[src/rtl/n64_joybus_pkg.sv]
// Shared joybus constants: command codes, identity bytes, bit timing in microseconds
// and the device FSM state encoding.
`timescale 1ns/1ps
package n64_joybus_pkg;
  localparam logic [7:0] CMD_INFO   = 8'h00;
  localparam logic [7:0] CMD_STATUS = 8'h01;
  localparam logic [7:0] CMD_RESET  = 8'hFF;
  localparam logic [7:0] ID_HI      = 8'h05;
  localparam logic [7:0] ID_LO      = 8'h00;

  localparam int T_BIT    = 4;
  localparam int T_SHORT  = 1;
  localparam int T_LONG   = 3;
  localparam int T_DSTOP  = 2;
  localparam int T_SAMPLE = 2;

  localparam logic [2:0] ST_IDLE      = 3'd0;
  localparam logic [2:0] ST_RX_LOW    = 3'd1;
  localparam logic [2:0] ST_RX_HIGH   = 3'd2;
  localparam logic [2:0] ST_TURN      = 3'd3;
  localparam logic [2:0] ST_TX_BIT    = 3'd4;
  localparam logic [2:0] ST_TX_STOP   = 3'd5;
  localparam logic [2:0] ST_WAIT_HIGH = 3'd6;

  // Commands that produce a reply frame; every other well-formed command is silent.
  function automatic logic resp_cmd(input logic [7:0] c);
    return (c == CMD_INFO) || (c == CMD_STATUS) || (c == CMD_RESET);
  endfunction
endpackage

[src/rtl/n64_joybus_device_line_sync.sv]
// Two-flop synchronizer for the joy line with registered fall/rise pulses that are
// aligned with the delivered level.
`timescale 1ns/1ps
module joybus_line_sync (
  input  logic clk,
  input  logic reset,
  input  logic line_i,
  output logic level_o,
  output logic fall_o,
  output logic rise_o
);
  logic [2:0] sync_q;
  logic       fall_q;
  logic       rise_q;

  // Idle line is high, so reset to 1 to avoid a spurious falling edge.
  always_ff @(posedge clk or posedge reset) begin
    if (reset) begin
      sync_q <= 3'b111;
      fall_q <= 1'b0;
      rise_q <= 1'b0;
    end else begin
      sync_q <= {sync_q[1:0], line_i};
      fall_q <= sync_q[2] & ~sync_q[1];
      rise_q <= ~sync_q[2] & sync_q[1];
    end
  end

  assign level_o = sync_q[2];
  assign fall_o  = fall_q;
  assign rise_o  = rise_q;
endmodule

[src/rtl/n64_joybus_device.sv]
// Controller side of the N64 joybus: decodes host command frames and answers the
// info (00/FF) and button status (01) commands on an open-drain line.
`timescale 1ns/1ps
module n64_joybus_device
  import n64_joybus_pkg::*;
#(
  parameter int         US_TICKS    = 50,
  parameter int         IDLE_US     = 4,
  parameter int         LONG_LOW_US = 8,
  parameter int         TURN_US     = 2,
  parameter logic [7:0] PAK_STATUS  = 8'h02
) (
  input  logic        clk,
  input  logic        reset,
  input  logic        joy_i,
  output logic        joy_oe,
  input  logic [15:0] buttons,
  input  logic [7:0]  stick_x,
  input  logic [7:0]  stick_y,
  output logic        cmd_valid,
  output logic [7:0]  cmd_byte,
  output logic        busy,
  output logic        rx_error
);
  localparam int CW = $clog2(LONG_LOW_US * US_TICKS + 1);
  localparam logic [CW-1:0] CNT_ZERO   = CW'(0);
  localparam logic [CW-1:0] CNT_ONE    = CW'(1);
  localparam logic [CW-1:0] SAMPLE_T   = CW'(T_SAMPLE * US_TICKS);
  localparam logic [CW-1:0] LONG_T     = CW'(LONG_LOW_US * US_TICKS);
  localparam logic [CW-1:0] IDLE_END   = CW'(IDLE_US * US_TICKS - 1);
  localparam logic [CW-1:0] TURN_END   = CW'(TURN_US * US_TICKS - 1);
  localparam logic [CW-1:0] BIT_END    = CW'(T_BIT * US_TICKS - 1);
  localparam logic [CW-1:0] SHORT_T    = CW'(T_SHORT * US_TICKS);
  localparam logic [CW-1:0] LONG_BIT_T = CW'(T_LONG * US_TICKS);
  localparam logic [CW-1:0] DSTOP_T    = CW'(T_DSTOP * US_TICKS);
  localparam logic [CW-1:0] STOP_END   = CW'((T_DSTOP + T_SHORT) * US_TICKS - 1);

  logic             level_s, fall_s, rise_s;
  logic [2:0]       state_q, state_d;
  logic [CW-1:0]    cnt_q, cnt_d;
  logic [15:0]      shift_q, shift_d;
  logic [4:0]       bitcnt_q, bitcnt_d;
  logic [1:0]       byte_idx_q, byte_idx_d;
  logic [2:0]       bit_idx_q, bit_idx_d;
  logic [1:0]       last_idx_q, last_idx_d;
  logic [3:0][7:0]  resp_q, resp_d;
  logic [7:0]       cmd_byte_q, cmd_byte_d;
  logic             cmd_valid_q, cmd_valid_d;
  logic             rx_error_q, rx_error_d;
  logic             joy_oe_q, joy_oe_d;
  logic             busy_q;
  logic             rx_bit_s, frame_ok_s, cur_bit_s;

  joybus_line_sync u_sync (
    .clk     (clk),
    .reset   (reset),
    .line_i  (joy_i),
    .level_o (level_s),
    .fall_o  (fall_s),
    .rise_o  (rise_s)
  );

  // A rise before the sample point means the line read high at 2us, i.e. a 1.
  assign rx_bit_s   = (cnt_q < SAMPLE_T) ? 1'b1 : 1'b0;
  assign frame_ok_s = (bitcnt_q == 5'd9) && shift_q[0] && (shift_q[15:9] == 7'd0);
  assign cur_bit_s  = resp_q[byte_idx_q][bit_idx_q];

  // Next-state logic for the receive / turnaround / transmit sequencer.
  always_comb begin
    state_d     = state_q;
    cnt_d       = cnt_q;
    shift_d     = shift_q;
    bitcnt_d    = bitcnt_q;
    byte_idx_d  = byte_idx_q;
    bit_idx_d   = bit_idx_q;
    last_idx_d  = last_idx_q;
    resp_d      = resp_q;
    cmd_byte_d  = cmd_byte_q;
    cmd_valid_d = 1'b0;
    rx_error_d  = 1'b0;
    case (state_q)
      ST_IDLE: begin
        cnt_d = CNT_ZERO;
        if (fall_s) begin
          state_d  = ST_RX_LOW;
          shift_d  = 16'h0000;
          bitcnt_d = 5'd0;
        end else begin
          state_d = ST_IDLE;
        end
      end
      ST_RX_LOW: begin
        if (cnt_q == LONG_T) begin
          state_d    = ST_WAIT_HIGH;
          cnt_d      = CNT_ZERO;
          rx_error_d = 1'b1;
        end else if (rise_s) begin
          state_d  = ST_RX_HIGH;
          cnt_d    = CNT_ZERO;
          shift_d  = {shift_q[14:0], rx_bit_s};
          bitcnt_d = (bitcnt_q == 5'd31) ? bitcnt_q : bitcnt_q + 5'd1;
        end else begin
          cnt_d = cnt_q + CNT_ONE;
        end
      end
      ST_RX_HIGH: begin
        if (fall_s) begin
          state_d = ST_RX_LOW;
          cnt_d   = CNT_ZERO;
        end else if (cnt_q == IDLE_END) begin
          cnt_d = CNT_ZERO;
          if (frame_ok_s) begin
            cmd_byte_d  = shift_q[8:1];
            cmd_valid_d = 1'b1;
            if (shift_q[8:1] == CMD_STATUS) begin
              resp_d     = {stick_y, stick_x, buttons[7:0], buttons[15:8]};
              last_idx_d = 2'd3;
            end else begin
              resp_d     = {8'h00, PAK_STATUS, ID_LO, ID_HI};
              last_idx_d = 2'd2;
            end
            state_d = resp_cmd(shift_q[8:1]) ? ST_TURN : ST_IDLE;
          end else begin
            rx_error_d = 1'b1;
            state_d    = ST_IDLE;
          end
        end else begin
          cnt_d = cnt_q + CNT_ONE;
        end
      end
      ST_TURN: begin
        if (cnt_q == TURN_END) begin
          state_d    = ST_TX_BIT;
          cnt_d      = CNT_ZERO;
          byte_idx_d = 2'd0;
          bit_idx_d  = 3'd7;
        end else begin
          cnt_d = cnt_q + CNT_ONE;
        end
      end
      ST_TX_BIT: begin
        if (cnt_q == BIT_END) begin
          cnt_d = CNT_ZERO;
          if (bit_idx_q != 3'd0) begin
            bit_idx_d = bit_idx_q - 3'd1;
          end else if (byte_idx_q == last_idx_q) begin
            state_d = ST_TX_STOP;
          end else begin
            byte_idx_d = byte_idx_q + 2'd1;
            bit_idx_d  = 3'd7;
          end
        end else begin
          cnt_d = cnt_q + CNT_ONE;
        end
      end
      ST_TX_STOP: begin
        if (cnt_q == STOP_END) begin
          state_d = ST_IDLE;
          cnt_d   = CNT_ZERO;
        end else begin
          cnt_d = cnt_q + CNT_ONE;
        end
      end
      ST_WAIT_HIGH: begin
        if (!level_s) begin
          cnt_d = CNT_ZERO;
        end else if (cnt_q == IDLE_END) begin
          state_d = ST_IDLE;
          cnt_d   = CNT_ZERO;
        end else begin
          cnt_d = cnt_q + CNT_ONE;
        end
      end
      default: begin
        state_d = ST_IDLE;
        cnt_d   = CNT_ZERO;
      end
    endcase
  end

  // Line drive follows the current bit phase; registering it keeps every low time exact.
  always_comb begin
    case (state_q)
      ST_TX_BIT:  joy_oe_d = cur_bit_s ? (cnt_q < SHORT_T) : (cnt_q < LONG_BIT_T);
      ST_TX_STOP: joy_oe_d = (cnt_q < DSTOP_T);
      default:    joy_oe_d = 1'b0;
    endcase
  end

  // State and output registers; reset releases the line without waiting for a clock.
  always_ff @(posedge clk or posedge reset) begin
    if (reset) begin
      state_q     <= ST_IDLE;
      cnt_q       <= CNT_ZERO;
      shift_q     <= 16'h0000;
      bitcnt_q    <= 5'd0;
      byte_idx_q  <= 2'd0;
      bit_idx_q   <= 3'd7;
      last_idx_q  <= 2'd2;
      resp_q      <= {4{8'h00}};
      cmd_byte_q  <= 8'h00;
      cmd_valid_q <= 1'b0;
      rx_error_q  <= 1'b0;
      joy_oe_q    <= 1'b0;
      busy_q      <= 1'b0;
    end else begin
      state_q     <= state_d;
      cnt_q       <= cnt_d;
      shift_q     <= shift_d;
      bitcnt_q    <= bitcnt_d;
      byte_idx_q  <= byte_idx_d;
      bit_idx_q   <= bit_idx_d;
      last_idx_q  <= last_idx_d;
      resp_q      <= resp_d;
      cmd_byte_q  <= cmd_byte_d;
      cmd_valid_q <= cmd_valid_d;
      rx_error_q  <= rx_error_d;
      joy_oe_q    <= joy_oe_d;
      busy_q      <= (state_d != ST_IDLE);
    end
  end

  assign joy_oe    = joy_oe_q;
  assign cmd_valid = cmd_valid_q;
  assign cmd_byte  = cmd_byte_q;
  assign busy      = busy_q;
  assign rx_error  = rx_error_q;
endmodule

[config.mk]
export PLATFORM = sky130hd
export DESIGN_NAME = n64_joybus_device
export DESIGN_NICKNAME = d
export VERILOG_FILES = /design/src/rtl/n64_joybus_pkg.sv /design/src/rtl/n64_joybus_device_line_sync.sv /design/src/rtl/n64_joybus_device.sv
export SDC_FILE = /design/constraint.sdc
export NUM_CORES = 1
export LEC_CHECK = 0
export ABC_AREA = 1
export CELL_PAD_IN_SITES_DETAIL_PLACEMENT = 1
export CELL_PAD_IN_SITES_GLOBAL_PLACEMENT = 1
export CORE_MARGIN = 2
export CORE_UTILIZATION = 30
export CTS_CLUSTER_DIAMETER = 30
export DETAILED_ROUTE_END_ITERATION = 8
export GPL_TIMING_DRIVEN = 0
export PLACE_DENSITY_LB_ADDON = 0.3
export SETUP_SLACK_MARGIN = 0.4
export SYNTH_ARGS = -nofsm -noshare
export SYNTH_HDL_FRONTEND = slang
export SYNTH_SLANG_ARGS = --single-unit
[constraint.sdc]
create_clock -name clk -period 6 [get_ports clk]
set_input_delay 0.6 -clock clk [delete_from_list [all_inputs] [get_ports clk]]
set_output_delay 0.6 -clock clk [all_outputs]
set_load 0.01 [all_outputs]
## Yosys cells after proc, flatten, opt, wreduce, memory -nomap -nowiden

Index checks and enable logic that the tools add are counted.

| word-level totals | value |
|---|---|
| output and inout bits | 12 |
| logic and storage cells | 133 |
| register bits | 89 |
| bits of input ports | 35 |

| cells by class | value |
|---|---|
| muxes and demuxes | 60 |
| equality and inequality tests | 24 |
| $lt $le $gt $ge | 5 |
| reductions and logical operators | 16 |
| add/sub/neg operators | 4 |
| bitwise operators | 5 |

Operator list:

| cell | count |
|---|---|
| 9-bit two-way mux | 7 |
| 9-bit case mux with 6 select lines | 1 |
| 16-bit two-way mux | 3 |
| 3-bit two-way mux | 15 |
| 32-bit two-way mux | 1 |
| 16-bit case mux with 2 select lines | 1 |
| 3-bit case mux with 7 select lines | 1 |
| 5-bit two-way mux | 4 |
| 9-bit by 8-bit equality test with 1-bit output (second input constant) | 2 |
| 8-bit binary-select mux with 2-bit select | 1 |
| 1-bit two-way mux | 13 |
| 2-bit two-way mux | 6 |
| 2-bit inequality test (second input constant) | 6 |
| 4-bit AND reduction | 3 |
| 5-bit case mux with 2 select lines | 1 |
| 5-bit AND reduction | 2 |
| 9-bit by 1-bit adder with 9-bit output (second input constant) | 1 |
| 3-bit equality test (second input constant) | 3 |
| 9-bit by 7-bit equality test with 1-bit output (second input constant) | 1 |
| 9-bit equality test (second input constant) | 1 |
| 9-bit by 6-bit less-than comparator with 1-bit output (second input constant) | 1 |
| 9-bit by 7-bit less-than comparator with 1-bit output (second input constant) | 1 |
| 9-bit by 8-bit less-than comparator with 1-bit output (second input constant) | 1 |
| 8-bit by 1-bit equality test with 1-bit output (second input constant) | 1 |
| 27 further kinds | 37 |

## Depth between registers and ports, before layout

Gate-level depths: netlist (run 1).

| logic depth | value |
|---|---|
| depth after elaboration | 9 |
| mapped depth | 12 |

## Modules after synthesis

From an unflattened synthesis (run 1), not the netlist that was laid out.

| second synthesis, totals | value |
|---|---|
| cells, all modules | 532 |
| area, all modules | 4310.4 sq um |

By module, submodules not included:

| module | area each (sq um) | times used | cells each |
|---|---|---|---|
| n64_joybus_device | 4162.7 | 1 | 522 |
| joybus_line_sync | 147.6 | 1 | 10 |

## Worst setup path before layout (run 1)

Ideal clock, no wire load.

| timing | value |
|---|---|
| path type | register to register |
| start | register cnt_q[0] |
| end | register cnt_q[5] |
| slack | 4.382 ns |
| arrival | 1.478 ns |
| cell stages (with the launch flop) | 13 |
| buffers on the path | 0 |
| required time | 5.859 ns |
| cells stage by stage | dfrtp_1 -> ha_1 -> inv_1 -> nor2_1 -> nand2_1 -> nor2_4 -> inv_2 -> nand2_1 -> nand2_1 -> inv_2 -> nand2_1 -> nor2_4 -> nor3_2 |

| between the ends | value |
|---|---|
| word-level cells in the longest chain between the ends | 4 |

RTL lines:

| item | RTL line | text |
|---|---|---|
| start, declared | n64_joybus_device.sv:40 | `logic [CW-1:0] cnt_q, cnt_d;` |
| start signal, assigned | n64_joybus_device.sv:208 | `cnt_q <= cnt_d;` |
| 9-bit by 1-bit adder with 9-bit output / 9-bit by 8-bit equality test with 1-bit output (equally long branches) | -- |  |
| 9-bit two-way mux (on tied branches) | -- |  |
| 9-bit two-way mux (on tied branches) | n64_joybus_device.sv:165, n64_joybus_device.sv:93, n64_joybus_device.sv:107 |  |
| 9-bit case mux with 6 select lines * | n64_joybus_device.sv:81 | `case (state_q)` |
| via cnt_d[5] | n64_joybus_device.sv:40 |  |

Mark *: on every way through the listed nets, which the timed path passes. The rest lies on a longest branch.
A chain may end at the register's enable or synchronous reset.

## Final worst setup path (run 1)

Same ends and word-level chain as after synthesis.

==> impl_summary.md, run 1 <==
Placed design
The post-place instance area is 0.00518 mm^2. The congestion estimate from routability-driven global placement came to 0.812. The HPWL after detailed placement is 8610 um. Buffers placed on the I/O ports in this run total 46.

Cells and area
The antenna diode count is 0. The ratio of cells with drive above 1 in the final layout is 13.1%. The library cell used most frequently in the layout, excluding fill and tap cells, is sky130_fd_sc_hd__nand2_1.

The post-layout net count is 649. The layout-stage area growth over the synthesis result is 23.0%. Summing all non-filler instances in the final layout gives an area of 0.00549 mm^2.

Leaving out fill and tap cells, the most frequent cells in the layout are 178 x sky130_fd_sc_hd__nand2_1, 82 x sky130_fd_sc_hd__dfrtp_1, 56 x sky130_fd_sc_hd__nand3_1.

STA
Setup total negative slack on the finished layout was measured at 0 ns. The final max-slew violation count is 0. The final worst-path cycle share is 32.4%. The worst hold slack is 0.357 ns. After layout, the minimum clock period comes to 1.95 ns. Static timing analysis puts the maximum clock frequency at 0.514 GHz. The actual transition at the worst max-transition pin is 0.628 ns.

The setup skew after layout is 0.00887 ns. Setup repair after global routing left no endpoint under its margin. The final hold violation count is 0. Headroom to the max-slew limit came out at 57.7%. Setup violations remaining at the end of the flow were counted as 0.

Routing
The first routing iteration left 174 violations. The iteration count of the initial detailed-routing pass is 4. The routed via count is 3,738. The DRC violation count after routing is 0.

The total length of routed wires is 11,500 um. In the final routed layout, each cell accounts on average for 14.5 um. In the routed layout, each cell is associated on average with a via count of 4.70.

The detail route stage leaves a number of antenna-violating nets equal to 0.

Logic synthesis
The area of the mapped netlist is 0.00446 mm^2. After synthesis, the cell types taking the most area are sky130_fd_sc_hd__dfrtp_1 46%, sky130_fd_sc_hd__nand2_1 15%, sky130_fd_sc_hd__nand3_1 6.3%. In the synthesized netlist the async set-or-reset flop fraction comes to 100%. In this run, distinct cell masters in the synthesized netlist total 39.

The cell accounting for the most synthesized area is sky130_fd_sc_hd__dfrtp_1. The average instance in the mapped netlist occupies 8.14 um^2. When the netlist entered floorplanning its net count stood at 591. The flop and latch count out of synthesis is 88. Yosys mapped a number of flops with a built-in enable equal to 0. The area share of the leading cell type in the synthesized netlist is 46.0%. The number of warnings reported in the yosys synthesis log is 0.

Of the synthesized area, sequential elements account for 49.5%. The synthesized instance count is 548. The most used flip-flop cell after synthesis is sky130_fd_sc_hd__dfrtp_1.

Clock tree
Counting the buffers created by CTS gives 9. TritonCTS built the clock tree. In this run, post-CTS repair resized a total of 0 instances.

After clock tree synthesis, the clock-pin slew on the worst setup and hold paths is 0.06 ns. The number of hold buffers added after CTS was 0. The maximum buffer depth of the clock tree is 2. The H-tree level count is 3.

The clock tree root buffer cell is sky130_fd_sc_hd__clkbuf_16. Buffers added to address setup during post-CTS repair amount to 0. The later pin in the worst-skew pair is clocked with a latency of 0.35 ns. Clock tree synthesis found a total of 88 sinks.

Pwr
Power spread over the standard cell area amounts to 338 mW/mm^2. The portion of total power attributed to sequential cells is 37.9%. The clock network accounts for 31.3% of the total power. Across the VDD grid, the largest voltage drop is 0.161 mV. Combinational logic burns 30.8% of the power. Of the total power, the share spent switching nets is 36.4%. The total leakage power is 2.52 nW. The internal power contribution is 1.18 mW. Summed over all nets, the switching power comes to 676 uW.

Setup path
STA classifies the critical path startpoint as a register. The number of cells on the worst reg-to-reg path is 12. The signal arrival time at the worst endpoint is 2.15 ns.

The cell with the largest stage delay on the worst path is sky130_fd_sc_hd__dfrtp_1. The worst setup path is captured at a register. The cell seen most often among critical-path stages is sky130_fd_sc_hd__nand2_1. The worst flop-to-flop path startpoint is cnt_q[0]$_DFF_PP0_. The stage delay of the slowest cell on the critical path is 0.40 ns. The worst setup path is of the register to register kind. The required arrival time at the worst endpoint is 6.21 ns.

The critical path goes through ha_1, inv_1, nor2_1, nand2_1, nor2_4, inv_2, nand2_1, nand2_1, inv_2, nand2_1, nor2_4, nor3_2. In this run the critical register-to-register path is captured at cnt_q[5]$_DFF_PP0_. Along the worst path, the maximum fanout reaches 9. The worst setup slack for register-to-register paths is 4.05 ns.

GRT
The via count of the first global-routing pass came to 4,087. The initial antenna violation count is 0. The wire length of the first global-routing pass is 20,300 um. The pin count of the biggest net entering global routing is 55. For this run the aggregate overflow at the end of global routing stands at 0.

The overall global routing resource usage is 15.7%.

Hold path
The worst hold path passes through 0 cells. For hold timing, the worst endpoint is u_sync.sync_q[1]$_DFF_PP1_. The min-delay analysis places its worst path in the category register to register. In this run the most critical hold path is launched from u_sync.sync_q[0]$_DFF_PP1_.

Status
The flow ran to the end, and the final reports show no timing, DRC or antenna violations.

Die
For this configuration, the core starts out at a cell density of 30.7%. The horizontal die dimension is 126 um. The floorplan row count is 44. In this run the standard cell core region covers 0.0145 mm^2. During I/O placement, the number of pins put on the boundary was 47. The total die area is 0.0159 mm^2.

The chip height is 126 um.

Run
Max-cap violations in this run came to 0.
==> metal layers <==
metal  up-vias  GRT usage, %  routed length (um)
li1       1859             -                   -
met1      1824          20.4                5380
met2        47          26.1                5590
met3         8          4.42                 399
met4         0          3.68                 138
met5         -             0                   0
==> cell usage after synthesis (2+ instances only) <==
master,instances
sky130_fd_sc_hd__nor2_1,38
sky130_fd_sc_hd__nor2_4,7
sky130_fd_sc_hd__o21ai_1,16
sky130_fd_sc_hd__xor2_1,5
sky130_fd_sc_hd__nor3_1,6
sky130_fd_sc_hd__inv_2,7
sky130_fd_sc_hd__nand3_2,2
sky130_fd_sc_hd__buf_6,5
sky130_fd_sc_hd__nor3_2,3
sky130_fd_sc_hd__buf_2,5
sky130_fd_sc_hd__nand2_1,178
sky130_fd_sc_hd__inv_4,2
sky130_fd_sc_hd__o21ai_0,18
sky130_fd_sc_hd__dfrtp_1,82
sky130_fd_sc_hd__clkinv_1,2
sky130_fd_sc_hd__nand3_1,56
sky130_fd_sc_hd__inv_1,48
sky130_fd_sc_hd__dfstp_2,6
sky130_fd_sc_hd__ha_1,8
sky130_fd_sc_hd__buf_4,6
sky130_fd_sc_hd__nand4_1,8
sky130_fd_sc_hd__o31ai_1,2
sky130_fd_sc_hd__nand2_2,7
sky130_fd_sc_hd__nor2_2,3
sky130_fd_sc_hd__o21ai_2,4
sky130_fd_sc_hd__a21oi_1,11
==> per-stage QoR <==
step                setup WS (ns)  total power, mW  cells  util, %
global placement             1.62             1.27    778     35.5
floorplan                    3.13             1.11    548        -
CTS                          4.01             1.89    795     37.8
global route                 3.85             1.99    795     37.8
detailed placement           4.02             1.30    779     35.7
finish                       4.05             1.86    795     37.8
==> worst max path at each step <==
stage | from | to | cells after the start
after floorplan | reset | bitcnt_q[0]$_DFFE_PP0P_ | 1
after global placement | reset | resp_q[21]$_DFFE_PP0P_ | 2
after detailed placement | cnt_q[0]$_DFF_PP0_ | cnt_q[3]$_DFF_PP0_ | 12
after CTS | cnt_q[0]$_DFF_PP0_ | cnt_q[5]$_DFF_PP0_ | 12
after global routing | cnt_q[0]$_DFF_PP0_ | cnt_q[3]$_DFF_PP0_ | 12
final | cnt_q[0]$_DFF_PP0_ | cnt_q[5]$_DFF_PP0_ | 12
==> flip-flops by register name, summed over array words and instances (netlist names), 2 cells and up <==
register / count
shift_q: 16
resp_q: 32
cnt_q: 9
state_q: 3
u_sync.sync_q: 3
cmd_byte: 8
bit_idx_q: 3
byte_idx_q: 2
bitcnt_q: 5
==> critical path, delay by kind of cell (launching register included) <==
| kind | cells | cell delay, ns |
|---|---|---|
| simple gates | 8 | 0.93 |
| fa+ha+maj | 1 | 0.21 |
| flops | 1 | 0.40 |
| buf+inv | 3 | 0.26 |
==> cell type report <==
class                   instances  area [um^2]
clock inverters                 6         67.6
well taps                     184          230
repair buffers                 47          488
flip-flops and latches         88         2210
plain buffers                  17          130
inverters                      59          229
multi-input cells             384         1900
clock buffers                  10          239
fillers                      1765         9040
==> power by group through the flow <==
| stage | Clock, mW | Sequential (mW) | Combinational (mW) |
|---|---|---|---|
| after floorplan | 0 | 0.701 | 0.413 |
| after detailed placement | 0 | 0.714 | 0.581 |
| final | 0.581 | 0.703 | 0.572 |
| after CTS | 0.601 | 0.703 | 0.584 |
| after global routing | 0.625 | 0.710 | 0.656 |
| after global placement | 0 | 0.711 | 0.562 |
==> logic make-up (layout without fill, tap and decap cells) <==
group	after synthesis	after routing	share of synthesized area, %
xor gates and xnor gates	6	6	1.18
adders and majority gates	8	8	2.24
and+or+nand+nor	313	313	31.9
AOI/OAI and AO/OA	57	57	7.15
buffers and inverters	76	139	7.99
DFF	88	88	49.5
Note: power is estimated with default switching activity, not from simulation.
==> inputs of run 2 (changes only) <==
==> constraint.sdc (replaced) <==
create_clock -name clk -period 1.75 [get_ports clk]
set_input_delay 0.175 -clock clk [delete_from_list [all_inputs] [get_ports clk]]
set_output_delay 0.175 -clock clk [all_outputs]
set_load 0.01 [all_outputs]
==> run 2 against run 1 <==
Against the previous run: hold slack worse by 0.13 ns; largest cell class is now multi-input combinational cells; critical endpoint is now busy$_DFF_PP0_; highest routed layer unchanged; register-to-register slack got worse by 4.2 ns; wire length grew 23%; clock-buffer cell count decreased by 1; die area stayed put; the run now ends with negative setup slack left; maximum frequency is 4.3% higher; cell count rose by 7.0%; non-clock buffer count up 55.
==> impl_summary.md, run 2 (synthesized netlist as in run 1, its figures left out) <==
Cells and area
The layout-stage area growth over the synthesis result is 55.3%. In the final design database the tool counted 705 nets. The number of antenna diodes in the final layout is 0. The register ranked first by flip-flop count is resp_q. At the end of the flow the core is filled with cells to 47.7%.

In the layout the commonest cells are 119 x sky130_fd_sc_hd__nand2_1, 78 x sky130_fd_sc_hd__dfrtp_1, 46 x sky130_fd_sc_hd__nand2_2. The most common cell after layout, fill and taps aside is sky130_fd_sc_hd__nand2_1. The ratio of cells with drive above 1 in the final layout is 40.8%. In the final layout, the registers with the most flip-flops are resp_q: 32 flops, shift_q: 16 flops, cnt_q: 9 flops. The final-layout fill cell count is 1,654. The count of non-filler cells in the finished layout is 851. The flip-flop count of the largest register after layout is 32.

Die
The chip height is 126 um. The placeable core region is 0.0145 mm^2. The floorplan row count is 44.

From left edge to right edge, the die measures 126 um. The floorplan step defined a die boundary enclosing 0.0159 mm^2. For this configuration, the core starts out at a cell density of 30.7%. 47 I/O pins were placed.

Placed design
The count of input and output buffers is 46. The placement-stage worst setup slack is -0.175 ns. Detailed placement ended at an HPWL of 8830 um. The cell count after placement is 780.

The congestion estimate from routability-driven global placement came to 0.807.

Pwr
The total leakage power is 3.13 nW. The switching power is 2.97 mW. In this run, the combinational gates consume 41.0% of the power. The power share of the clock group is 28.7%. The internal portion of the total power is 5.07 mW.

In this run, flip-flops and latches consume 30.3% of the power. The share of total power consumed by net switching is 36.9%. Across the VDD grid, the largest voltage drop is 0.703 mV. The total power consumption of the routed design is 8.04 mW. The power density over cell area is 1160 mW/mm^2.

STA
The final max-slew violation count is 0. The achievable clock frequency is 0.536 GHz. The final critical delay including setup and external delays is 1.87 ns. Setup violations remaining at the end of the flow were counted as 35. The remaining max-slew budget at the tightest pin is 52.1%. The final hold violation count is 0.

Setup repair after global routing could not meet its margin everywhere. In the finished design, the share of the clock period the worst path needs comes to 107%. The worst hold slack is 0.230 ns.

For the pin with the worst max-slew slack, the measured transition is 0.716 ns. For the final database, setup skew stands at 0.00936 ns. Setup slack on the critical path of the routed design comes to -0.116 ns.

GRT
The wire length of the first global-routing pass is 21,900 um. The overall global routing resource usage is 17.1%. The initial antenna violation count is 0. The via count of the first global-routing pass came to 4,436.

Entering global routing, the biggest net connects 32 pins. The aggregate global routing overflow is 0.

Run
The number of max-capacitance violations reported is 0.

Setup path
At the worst endpoint, the required time is 1.99 ns. Walking the worst path, the cells encountered are ha_2, inv_2, nor2_4, nand2_2, nor2_4, buf_6, inv_8, o21ai_4, inv_1, nor2_2, nand2_2, nor2_2, nand2_1. The stage delay of the slowest cell on the critical path is 0.36 ns. The worst setup path is launched from a register.

The worst setup path is of the register to register kind. On the critical path, the stage with the largest delay is an instance of sky130_fd_sc_hd__dfrtp_1. The endpoint kind of the worst setup timing path is a register. The critical-path maximum fanout is 6. Data on the critical path arrives at its endpoint at 2.10 ns.

Routing
The count of routing violations after the opening detailed-route iteration is 116. The routed via count is 4,125. The post-detailed-route wirelength per cell is 16.7 um. The routed design has 14,200 um of wire.

The number of antenna-violating nets in the routed design is 0. In the routed layout, each cell is associated on average with a via count of 4.85. The iteration count of the initial detailed-routing pass is 5. For this run, design rule violations remaining after detail routing come to 0.

Clock tree
TritonCTS built the clock tree. For the worst-skew pair, the clock arrives at the later sink with an insertion delay of 0.35 ns. Clock-pin slew was measured on the worst setup and hold paths at 0.07 ns. The number of hold buffers added after CTS was 0. CTS placed an instance of sky130_fd_sc_hd__clkbuf_16 at the clock tree root. The number of clock buffers added by TritonCTS is 9. In this run the number of H-tree levels came out at 3. The total number of clock tree sinks is 88. The maximum buffer depth of the clock tree is 2.

Status
The run finished, with violations left. The checks that failed: negative setup slack.

Hold path
The tightest min-delay check is of the primary input to register type.
## run 2: cell count changes in the layout (fill, tap and decap cells not counted), sizes merged
| cell | previous run | this run |
|---|---|---|
| buf | 17 | 66 |
| bufbuf | 0 | 1 |
| bufinv | 1 | 3 |
| clkbuf | 11 | 15 |
| clkdlybuf4s50 | 46 | 34 |
| clkinv | 4 | 2 |
| dlygate4sd2 | 0 | 12 |
| inv | 58 | 59 |
| nor2 | 48 | 49 |
## run 2: layout make-up
class / count / area, um^2 / share of cell area (%)
tap: 184 / 230 / 3.32
clock inverter: 7 / 126 / 1.82
sequential: 88 / 2210 / 32.0
buffer: 17 / 224 / 3.23
timing repair buffer: 102 / 1110 / 16.0
multi-input combinational: 385 / 2530 / 36.5
clock buffer: 9 / 225 / 3.25
inverter: 59 / 275 / 3.97
## run 2: path summary, 6_finish.rpt
| check | slack [ns] | from | cells after the start | endpoint |
|---|---|---|---|---|
| setup reg to reg | -0.12 | cnt_q[0]$_DFF_PP0_ | 13 | busy$_DFF_PP0_ |
| min in group asynchronous | 0.28 | reset | 2 | cmd_byte[5]$_DFFE_PP0P_ |
| max in group asynchronous | 0.59 | reset | 4 | bit_idx_q[2]$_DFFE_PP1P_ |
| hold / removal | 0.23 | joy_i | 1 | u_sync.sync_q[0]$_DFF_PP1_ |
| hold reg to reg | 0.36 | u_sync.sync_q[0]$_DFF_PP1_ | 0 | u_sync.sync_q[1]$_DFF_PP1_ |
| setup / recovery | -0.12 | cnt_q[0]$_DFF_PP0_ | 13 | busy$_DFF_PP0_ |
## run 2: metal layers
metal  track usage [%]  part of all wire, %  routed length [um]
met4              4.72                  1.2                 165
met1              20.9                   42                5990
met2              30.2                   54                7620
met5                 0                    0                   0
met3              4.16                  2.9                 417
## run 2: power by group through the flow
| stage | registers [mW] | clock network, mW | logic (mW) |
|---|---|---|---|
| after global placement | 2.45 | 0 | 2.03 |
| after global routing | 2.46 | 2.44 | 3.57 |
| after CTS | 2.42 | 2.36 | 2.80 |
| final | 2.44 | 2.31 | 3.29 |
| after floorplan | 2.41 | 0 | 1.53 |
| after detailed placement | 2.46 | 0 | 2.10 |
## run 2: critical path: cells and delay by family (launching register included)
family | cells | cell delay, ns
buffers and inverters | 4 | 0.33
adders and majority gates | 1 | 0.19
AOI/OAI and AO/OA | 1 | 0.13
DFF | 1 | 0.36
and+or+nand+nor | 7 | 0.73
## run 2: per-stage QoR
step	TNS, ns	instance area (um^2)
finish	-1.39	6930
global route	-7.26	6930
CTS	-1.41	6280
detailed placement	-3.60	5280
global placement	-41.52	5240
floorplan	0	4550
## run 2: timing repair
| item | CTS | global route |
|---|---|---|
| pin swaps | 26 | 61 |
| gates resized for setup | 113 | 112 |
| setup endpoints to repair | 95 | 83 |
| setup buffers | 30 | 16 |
| cloned | 4 | 5 |
==> inputs of run 3 (changes only) <==
--- a/config.mk
+++ b/config.mk
@@ -6,6 +6,7 @@
 export NUM_CORES = 1
 export LEC_CHECK = 0
 export ABC_AREA = 1
+export CAP_MARGIN = 20
 export CELL_PAD_IN_SITES_DETAIL_PLACEMENT = 1
 export CELL_PAD_IN_SITES_GLOBAL_PLACEMENT = 1
 export CORE_MARGIN = 2
==> run 3 against run 2 <==
Against the previous run: the flow still finishes with violations (negative setup slack); wire length unchanged; register-to-register slack about the same; clock power about the same; die area unchanged; critical path depth unchanged; hold slack unchanged; non-clock buffer count unchanged; flip-flop and latch count unchanged; power unchanged; combinational power about the same; cell count unchanged; clock skew unchanged; critical endpoint unchanged.
==> impl_summary.md, run 3 (synthesized netlist as in run 1, its figures left out) <==
Routing
The total length of routed wires is 14,200 um. The routed layout has 4,125 vias. Once detail routing completed, the nets flagged for antenna violations numbered 0. For this run, the detailed router's first-pass iteration total came to 5. In the routed layout, each cell is associated on average with a via count of 4.85. The DRC violation count after routing is 0. The count of routing violations after the opening detailed-route iteration is 116. Dividing the detail-routed wire length by the instance count gives 16.7 um.

STA
The final critical delay including setup and external delays is 1.87 ns. Setup repair after global routing could not meet its margin everywhere. The final setup violation count is 35.

The actual transition at the worst max-transition pin is 0.716 ns. Headroom to the max-slew limit came out at 52.1%. The final max-slew violation count is 0. The final hold violation count was 0.

The final worst-path cycle share is 107%. The setup skew after layout is 0.00936 ns. Static timing analysis puts the maximum clock frequency at 0.536 GHz. Across all setup checks in the final design, the least slack found is -0.116 ns.

Clock tree
The clock insertion delay at the later pin of the skew report is 0.35 ns. The clock tree root buffer cell is sky130_fd_sc_hd__clkbuf_16. The CTS tree is yes.

The total number of clock tree sinks is 88. The H-tree level count is 3. The number of clock buffers inserted by TritonCTS is 9. The maximum buffer depth of the clock tree is 2. After clock tree synthesis, the clock-pin slew on the worst setup and hold paths is 0.07 ns. The post-cts hold buffer count is 0.

Die
The placeable core region is 0.0145 mm^2. The I/O pin total is 47. The die is 126 um wide. The total die area is 0.0159 mm^2. The initial utilization of the core area, before any placement, comes to 30.7%. The floorplan row count is 44. From bottom edge to top edge, the die measures 126 um.

Setup path
STA classifies the critical path startpoint as a register. The most critical setup path has its endpoint at busy$_DFF_PP0_. The critical path is of the register to register type.

The worst register-to-register path has a depth of 13. Along the worst path, the maximum fanout reaches 6. The worst flop-to-flop path startpoint is cnt_q[0]$_DFF_PP0_.

In this run the worst setup path begins at cnt_q[0]$_DFF_PP0_. For the worst setup path, the data required time is 1.99 ns. The endpoint of the lowest-slack register-to-register path is busy$_DFF_PP0_. Data arrives at the worst endpoint at 2.10 ns. The worst setup path is captured at a register.

The worst setup slack for register-to-register paths is -0.12 ns.

GRT
The overall global routing resource usage is 17.1%. The aggregate global routing overflow is 0. The via count of the first global-routing pass is 4,436. The first global-routing pass estimated 21,900 um of wire. The global-route met1 utilization is 20.9%.

The initial antenna violation count came to 0. The global-route met2 utilization is 30.2%. Global routing used 4.16% of the available met3 tracks. The pin count of the biggest net entering global routing is 32. The busiest metal layer after global routing is met2.

Pwr
Power spread over the standard cell area amounts to 1160 mW/mm^2. In this run the static leakage power is 3.13 nW. The completed layout was analyzed and its total power is 8.04 mW. The maximum ir drop on the vdd rail is 0.703 mV.

Cells and area
The library cells used most frequently in the layout, excluding fill and tap cells, are 119 x sky130_fd_sc_hd__nand2_1, 78 x sky130_fd_sc_hd__dfrtp_1, 46 x sky130_fd_sc_hd__nand2_2. The layout-stage area growth over the synthesis result is 55.3%. The ratio of cells with drive above 1 in the final layout is 40.8%.

The cell area after layout is 0.00693 mm^2. The final-layout fill cell count is 1,654. The largest registers in the layout are resp_q: 32 flops, shift_q: 16 flops, cnt_q: 9 flops. After the last flow step, the layout net total stands at 705. The most common cell after layout, fill and taps aside is sky130_fd_sc_hd__nand2_1.

The antenna diode count is 0. The register with the most flip-flops in the layout has 32 of them. The register with the most flip-flops in the final layout is resp_q.

Placed design
The global placer's final weighted congestion is 0.807. After detailed placement, the total cell area comes to 0.00528 mm^2. In this run the tool buffered the top-level ports with 46 buffer cells. The HPWL after detailed placement is 8830 um.

Run
Across the run, the number of max-cap violations was 0.

Hold path
The class of the worst hold path is primary input to register. The startpoint identified for the worst hold timing path is joy_i.

Status
The run finished, with violations left. The checks that failed: negative setup slack.
-- run 3: cell counts in the layout (fill, tap and decap cells not counted) --
Identical to the previous run, type by type.
-- run 3: worst min path at each step --
stage | endpoint | slack [ns] | cells past startpoint
after global routing | u_sync.sync_q[0]$_DFF_PP1_ | 0.22 | 1
after global placement | u_sync.sync_q[1]$_DFF_PP1_ | 0.35 | 0
after detailed placement | u_sync.sync_q[1]$_DFF_PP1_ | 0.35 | 0
after CTS | u_sync.sync_q[0]$_DFF_PP1_ | 0.22 | 1
after floorplan | u_sync.sync_q[0]$_DFF_PP1_ | 0.18 | 0
final | u_sync.sync_q[0]$_DFF_PP1_ | 0.23 | 1
-- run 3: worst max-delay path: stages (launching register included) --
cell	delay, ns
sky130_fd_sc_hd__dfrtp_1	0.36
sky130_fd_sc_hd__ha_2	0.19
sky130_fd_sc_hd__inv_2	0.05
sky130_fd_sc_hd__nor2_4	0.12
sky130_fd_sc_hd__nand2_2	0.07
sky130_fd_sc_hd__nor2_4	0.17
sky130_fd_sc_hd__buf_6	0.15
sky130_fd_sc_hd__inv_8	0.05
sky130_fd_sc_hd__o21ai_4	0.13
sky130_fd_sc_hd__inv_1	0.08
sky130_fd_sc_hd__nor2_2	0.12
sky130_fd_sc_hd__nand2_2	0.07
sky130_fd_sc_hd__nor2_2	0.11
sky130_fd_sc_hd__nand2_1	0.07
-- run 3: stage by stage --
step | setup slack (ns) | cells | util (%) | hold WS [ns] | TNS, ns
finish | -0.116 | 851 | 47.7 | 0.230 | -1.39
global route | -0.192 | 851 | 47.7 | 0.223 | -7.26
CTS | -0.0687 | 830 | 43.2 | 0.218 | -1.41
detailed placement | -0.175 | 780 | 36.4 | 0.352 | -3.60
global placement | -0.473 | 778 | 36.1 | 0.349 | -41.52
floorplan | 0.157 | 548 | - | 0.179 | 0
-- run 3: final cells by class --
class	count	area (um^2)	share of cell area, %
plain buffers	17	224	3.23
multi-input cells	385	2530	36.5
clock inverters	7	126	1.82
inverters	59	275	3.97
well taps	184	230	3.32
repair buffers	102	1110	16.0
clock buffers	9	225	3.25
flip-flops and latches	88	2210	32.0
-- run 3: repair_timing --
| item | in CTS | in global routing |
|---|---|---|
| resized for setup | 113 | 112 |
| setup endpoints to repair | 95 | 83 |
| gates cloned | 4 | 5 |
| setup buffers | 30 | 16 |
| pin swaps | 26 | 61 |
-- run 3: where the power goes --
part           internal (mW)  total, mW  switching, mW
clock network           1.42       2.31          0.890
logic                   1.43       3.29           1.87
registers               2.23       2.44          0.207
-- run 3: per-layer routing --
layer / share of wire [%] / wire (um)
met5: 0 / 0
met4: 1.2 / 165
met3: 2.9 / 417
met2: 54 / 7620
met1: 42 / 5990
